### src/rtl/latch_bank_writer.sv
// latch_bank_writer: write-side sequencer for a bank of transparent latches.
// Each accepted write runs SETUP -> ENABLE -> HOLD so that the shared data bus
// is stable around the whole enable window of the addressed latch word.
module latch_bank_writer #(
  parameter int DATA_W    = 8,
  parameter int ADDR_W    = 2,
  parameter int SETUP_CYC = 1,
  parameter int EN_CYC    = 2,
  parameter int HOLD_CYC  = 1
) (
  input  logic                   clk,
  input  logic                   rst_n,
  input  logic                   in_valid,
  output logic                   in_ready,
  input  logic [ADDR_W-1:0]      in_addr,
  input  logic [DATA_W-1:0]      in_data,
  output logic [DATA_W-1:0]      lat_d,
  output logic [(1<<ADDR_W)-1:0] lat_en,
  output logic                   busy,
  output logic                   done
);

  localparam int NWORDS  = 1 << ADDR_W;
  localparam int MAX_SE  = (SETUP_CYC > EN_CYC) ? SETUP_CYC : EN_CYC;
  localparam int MAX_CYC = (MAX_SE > HOLD_CYC) ? MAX_SE : HOLD_CYC;
  localparam int CNT_W   = (MAX_CYC > 1) ? $clog2(MAX_CYC) : 1;

  localparam logic [CNT_W-1:0] SETUP_LD = CNT_W'(SETUP_CYC - 1);
  localparam logic [CNT_W-1:0] EN_LD    = CNT_W'(EN_CYC - 1);
  localparam logic [CNT_W-1:0] HOLD_LD  = CNT_W'(HOLD_CYC - 1);
  localparam logic [CNT_W-1:0] CNT_ONE  = CNT_W'(1);

  typedef enum logic [1:0] {
    ST_IDLE,
    ST_SETUP,
    ST_ENABLE,
    ST_HOLD
  } state_t;

  state_t              state_q, state_d;
  logic [CNT_W-1:0]    cnt_q, cnt_d;
  logic [ADDR_W-1:0]   addr_q, addr_d;
  logic [DATA_W-1:0]   lat_d_q, lat_d_d;
  logic [NWORDS-1:0]   lat_en_q, lat_en_d;
  logic                busy_q, busy_d;
  logic                done_q, done_d;

  assign in_ready = (state_q == ST_IDLE);
  assign lat_d    = lat_d_q;
  assign lat_en   = lat_en_q;
  assign busy     = busy_q;
  assign done     = done_q;

  // Next-state, phase counter and registered output values.
  // Enables and busy are derived from the next state so they are flopped
  // alongside it and can only change at clock edges.
  always_comb begin
    state_d  = state_q;
    cnt_d    = cnt_q;
    addr_d   = addr_q;
    lat_d_d  = lat_d_q;
    done_d   = 1'b0;
    case (state_q)
      ST_IDLE: begin
        if (in_valid) begin
          state_d = ST_SETUP;
          cnt_d   = SETUP_LD;
          addr_d  = in_addr;
          lat_d_d = in_data;
        end
      end
      ST_SETUP: begin
        if (cnt_q == '0) begin
          state_d = ST_ENABLE;
          cnt_d   = EN_LD;
        end else begin
          cnt_d = cnt_q - CNT_ONE;
        end
      end
      ST_ENABLE: begin
        if (cnt_q == '0) begin
          state_d = ST_HOLD;
          cnt_d   = HOLD_LD;
        end else begin
          cnt_d = cnt_q - CNT_ONE;
        end
      end
      ST_HOLD: begin
        if (cnt_q == '0) begin
          state_d = ST_IDLE;
          done_d  = 1'b1;
        end else begin
          cnt_d = cnt_q - CNT_ONE;
        end
      end
      default: begin
        state_d = ST_IDLE;
        cnt_d   = '0;
      end
    endcase

    lat_en_d = '0;
    if (state_d == ST_ENABLE) begin
      lat_en_d[addr_d] = 1'b1;
    end
    busy_d = (state_d != ST_IDLE);
  end

  // State and output registers; reset clears the bus and enables immediately.
  always_ff @(posedge clk or negedge rst_n) begin
    if (!rst_n) begin
      state_q  <= ST_IDLE;
      cnt_q    <= '0;
      addr_q   <= '0;
      lat_d_q  <= '0;
      lat_en_q <= '0;
      busy_q   <= 1'b0;
      done_q   <= 1'b0;
    end else begin
      state_q  <= state_d;
      cnt_q    <= cnt_d;
      addr_q   <= addr_d;
      lat_d_q  <= lat_d_d;
      lat_en_q <= lat_en_d;
      busy_q   <= busy_d;
      done_q   <= done_d;
    end
  end

endmodule

### config.mk
export PLATFORM = sky130hd
export DESIGN_NAME = latch_bank_writer
export DESIGN_NICKNAME = d
export VERILOG_FILES = /design/src/rtl/latch_bank_writer.sv
export SDC_FILE = /design/constraint.sdc
export NUM_CORES = 1
export LEC_CHECK = 0
export ABC_CLOCK_PERIOD_IN_PS = 1700
export CAP_MARGIN = 25
export CORE_MARGIN = 3
export CORE_UTILIZATION = 42
export DETAILED_ROUTE_END_ITERATION = 8
export PLACE_DENSITY = 0.76
export RECOVER_POWER = 25
export SYNTH_ARGS = -nofsm -noshare
export SYNTH_HDL_FRONTEND = slang
export SYNTH_SLANG_ARGS = --single-unit
### constraint.sdc
create_clock -name clk -period 1.7 [get_ports clk]
set_input_delay 0.425 -clock clk [delete_from_list [all_inputs] [get_ports clk]]
set_output_delay 0.425 -clock clk [all_outputs]
set_load 0.005 [all_outputs]
# == Word-level counts from Yosys, hierarchy flattened ==
# Cells that the tools add are included.
# Widths: inputs -> output; s select.
# classes
mux,16
n_eq_ne,5
n_lt_le_gt_ge,2
addsub,1
n_reduce_logical,5
# op_table
op,n
$mux 2,6
$pmux 2 s4,1
$eq 2x2->1 const B,3
$mux 1,6
$mux 4,1
$lt 2x3->1 const B,1
$pmux 1 s3,1
$demux 1 s2,1
$eq 2x1->1 const B,1
$ge 2x1->1 const B,1
$logic_not 2->1,1
$ne 2x2->1 const B,1
$reduce_and 2->1,1
$reduce_bool 2->1,1
$reduce_or 2->1,1
$logic_and 1x1->1,1
$sub 1x1->1 const B,1
# totals
reg_bits,19
inputBits,13
elab_cells,36

# == Depth between registers and ports, before layout ==
# Gate-level depths: netlist (run 1).
# depth
depth_word,7
mapped_depth,6
depth_no_buf,4

# == Worst setup path before layout (run 1) ==
# No wires, ideal clock.
# synth_timing
path_kind,reg-to-reg
start,reg state_q[0]
end,"reg lat_en_q[0], in the netlist lat_en[0]"
setup_ps,80
setup_slack_ps,349
path_stages_with_launch,7
t_arrival_ps,1271
cell_sequence,dfrtp_1 -> buf_6 -> nor3b_2 -> buf_6 -> mux2i_4 -> inv_2 -> nor3_2
# synth_between
elab_chain_cells,7
elab_cells_between_ends,17
classes_between,order compare (2); eq/ne (4); mux (9); reduce/logical (2)
# synth_lines
element,line,text
from (decl),40,"state_t state_q, state_d;"
from (signal assigned),120,state_q <= state_d;
$logic_not 2->1 *,63,case (state_q)
$mux 2 *,63,
net addr_d[0],42,"logic [ADDR_W-1:0] addr_q, addr_d;"
$lt 2x3->1 (implied by the code) or $ge 2x1->1 (tied branches),104,lat_en_d[addr_d] = 1'b1;
$logic_and 1x1->1 (implied by the code),104,
$mux 1 (implied by the code),104,
$demux 1 s2 *,104,
$mux 4 *,103,if (state_d == ST_ENABLE) begin
net lat_en_d[0],44,"logic [NWORDS-1:0] lat_en_q, lat_en_d;"
to (signal assigned),124,lat_en_q <= lat_en_d;
to (decl),44,
# The timed path passes the listed nets; every way through them passes the cells marked *.
# A chain may end at the register's enable or synchronous reset.

# == Worst setup path after layout (run 1) ==
# layout_timing
start,"reg lat_d_q[6], in the netlist lat_d[6]"
end,out lat_d[6]
# layout_rtl
element,line,text
from (decl),43,"logic [DATA_W-1:0] lat_d_q, lat_d_d;"
from (signal assigned),123,lat_d_q <= lat_d_d;
to (decl),17,"output logic [DATA_W-1:0] lat_d,"
# No word-level cell between the ends.

==> flow_summary_export.csv, run 1 <==
group,metric,value,unit
global_route,grt_use_met2,22.0,%
routing,ant_nets,0,
global_route,met1_usage,14.6,%
cts,cts_root_buf,"clkbuf_4",
cells_and_area,fillers,124,
global_route,grt-ovfl-total,0,
sta,worstMarginPinSlew,0.945,ns
power,vdd_drop_max,1.09,mV
synthesis,syn_area_per_cell,13.8,um2
floorplanning,die_area,2350,um2
synthesis,async_reset_ff_share,100,%
synthesis,synthCells,55,
synthesis,synth_warnings,0,
cts,htree_levels,1,
cts,cts_tree,"built",
floorplanning,initial_core_util,47.6,%
cts,numCtsBuffers,3,
sta,period_share,92.5,%
worst_setup_path,slowest_delay,0.50,ns
worst_setup_path,crit_required,1.27,ns
global_route,antenna_found_initial,0,
routing,drt-total-wl,1300,um
power,p_leak,0.480,nW
synthesis,synthAdderAreaFrac,0,%
cells_and_area,diodes,0,
synthesis,syn_area,758,um2
routing,first_iter_violations,0,
sta,slew_headroom,37.0,%
routing,dr.pass1.iters,1,
global_route,grt_pass1_vias,509,
run,cap_violations,0,
worst_setup_path,worstPathArrival,1.15,ns
worst_setup_path,critPathTopFamily,"buffers and inverters",
sta,finalSetupViolCount,0,
cells_and_area,drive_gt1_share,17.8,%
cts,cts_buffer_depth,2,
worst_setup_path,crit_fanout,2,
synthesis,synth_ff_type,"dfrtp_1",
global_route,grt_usage,13.5,%
global_route,grt_pass1_wl,2330,um
cts,clkLatencyLatePin,0.29,ns
sta,grt_setup_unrepaired,"false",
worst_setup_path,crit_path_start_kind,"flop",
routing,vias,517,
routing,wire_per_inst,11.4,um
global_route,grt_most_used_layer,"met2",
floorplanning,die_x,48.5,um
floorplanning,num_io_pins,28,
cts,cts_sinks,19,
synthesis,synth_compound_area_share,3.63,%
synthesis,synth_fp_nets,68,
synthesis,synthXorXnorAreaFrac,1.16,%
worst_setup_path,crit_type,"reg2out",
placed_design,post-place-cells,109,
cells_and_area,syn2layout_area_growth,47.2,%
power,power_density,1650,nW/um2
synthesis,ys_seq_elements,19,
worst_setup_path,cp-end-kind,"output port",
synthesis,synth_top_family_by_area,"multiplexers",
worst_setup_path,cp.buffers_inverters,1,
global_route,use_met3,5.52,%
routing,route.detailed.drc,0,
cells_and_area,final_cells,114,
synthesis,synthMuxAreaShare,16.3,%
floorplanning,core-area,1590,um2
floorplanning,die_y,48.5,um
synthesis,yosys.area_share.simple,11.7,%
cells_and_area,nets,104,
global_route,grt_max_degree,20,
sta,slew_viol_final,0,
power,finalPower,1.84,mW
min_path,hold_path.class,"reg2reg",
sta,clock-skew-final,0.000712,ns
placed_design,port_buffers,27,
worst_setup_path,worstPathCellList,"clkdlybuf4s50_1",
synthesis,ys_types,18,
synthesis,synth_edf_count,0,
sta,hold_viol_final,0,
sta,timing.fmax,0.636,GHz
placed_design,gp_congestion,0.737,
sta,finalCriticalPeriod,1.57,ns
cts,path_clk_slew,0.10,ns
floorplanning,rows,14,
run_status,outcome,"finished clean",
routing,via_per_inst,4.54,
synthesis,ys_seq_area_share,62.7,%
placed_design,dp_hpwl,1040,um
worst_setup_path,slowest_stage,"clkdlybuf4s50_1",
[area by class of cell]
| cell class | instances | area (um2) | area share (%) |
|---|---|---|---|
| multi-input cells | 31 | 249 | 22.3 |
| inverters | 3 | 11.3 | 1.01 |
| flip-flops and latches | 19 | 477 | 42.7 |
| repair buffers | 33 | 323 | 28.9 |
| clock buffers | 4 | 26.3 | 2.35 |
| well taps | 24 | 30.0 | 2.69 |
[synth_stat cells (all sizes together) (2+ instances only)]
cell	instances	share of area [%]
nor3b	2	2.6
dfrtp	19	63
inv	3	1.5
nor2	6	3.0
buf	2	3.0
nand2	3	1.5
nor3	2	2.6
o21ai	3	2.0
mux2	9	13
[per-layer routing]
layer | vias to the layer above | routed length, um
met3 | 4 | 104
met4 | 0 | 21
li1 | 254 | -
met1 | 238 | 570
met2 | 21 | 603
met5 | - | 0
[metrics by stage]
step	setup TNS, ns	cell area [um2]	utilization (%)	hold WS, ns	worst slack, ns
global route	0	1120	70.0	0.535	0.0511
CTS	0	1120	70.3	0.465	0.107
global placement	-0.946	1090	68.1	0.466	-0.107
detailed placement	-1.25	1090	68.1	0.475	-0.133
floorplan	0	758	-	0.129	0.349
finish	0	1120	70.0	0.490	0.128
[cell families after synthesis]
kind of cell | Yosys count
flip-flops | 19
AND/OR/NAND/NOR | 15
multiplexers | 10
AO/OA/AOI/OAI | 5
buffers and inverters | 5
XOR/XNOR | 1
[what timing repair did]
action,CTS,global route
setup endpoints to repair,1,0
hold buffers,0,0
resized for setup,2,0
buffers inserted,1,0
[report_power, final]
| part | switching [mW] | total, mW | internal (mW) |
|---|---|---|---|
| Combinational | 0.318 | 0.858 | 0.540 |
| Sequential | 0.101 | 0.760 | 0.659 |
| Clock | 0.127 | 0.218 | 0.0913 |
| Total | 0.547 | 1.84 | 1.29 |
[layout by cell type (no fill, tap or decap), types with 2 or more instances in the layout]
cell type,synthesis,layout
o21ai_0,3,3
nor2_1,6,6
nand2_1,3,3
clkbuf_4,0,3
dfrtp_1,19,18
clkdlybuf4s50_1,0,26
clkbuf_1,0,2
mux2_1,7,7
nor3_2,2,2
buf_4,0,4
inv_1,2,2
mux2_2,2,2
[final timing paths]
kind                                      startpoint                    to  slack [ns]  depth (start not counted)
worst max-delay path            lat_d[6]$_DFFE_PN0P_              lat_d[6]        0.13                          1
worst min-delay path            lat_d[4]$_DFFE_PN0P_  lat_d[4]$_DFFE_PN0P_        0.49                          1
worst max register to register  state_q[0]$_DFF_PN0_  lat_d[6]$_DFFE_PN0P_        0.24                          5
worst min register to register  lat_d[4]$_DFFE_PN0P_  lat_d[4]$_DFFE_PN0P_        0.49                          1
max in group asynchronous                      rst_n  state_q[1]$_DFF_PN0_        0.34                          2
min in group asynchronous                      rst_n  lat_d[1]$_DFFE_PN0P_        0.73                          2
[state kept, by name (all words and copies together), names as in the netlist]
name,cells
lat_d,8
cnt_q,1
lat_en,4
state_q,2
addr_q,2
done,1
busy,1
No activity file was read; power rests on OpenSTA's default activity.
==> run 2, diff against run 1 <==
SLEW_MARGIN = 0   (was default)
==> results of run 2 <==
Same layout as run 1: the final DEF is identical, and so are final timing and power.
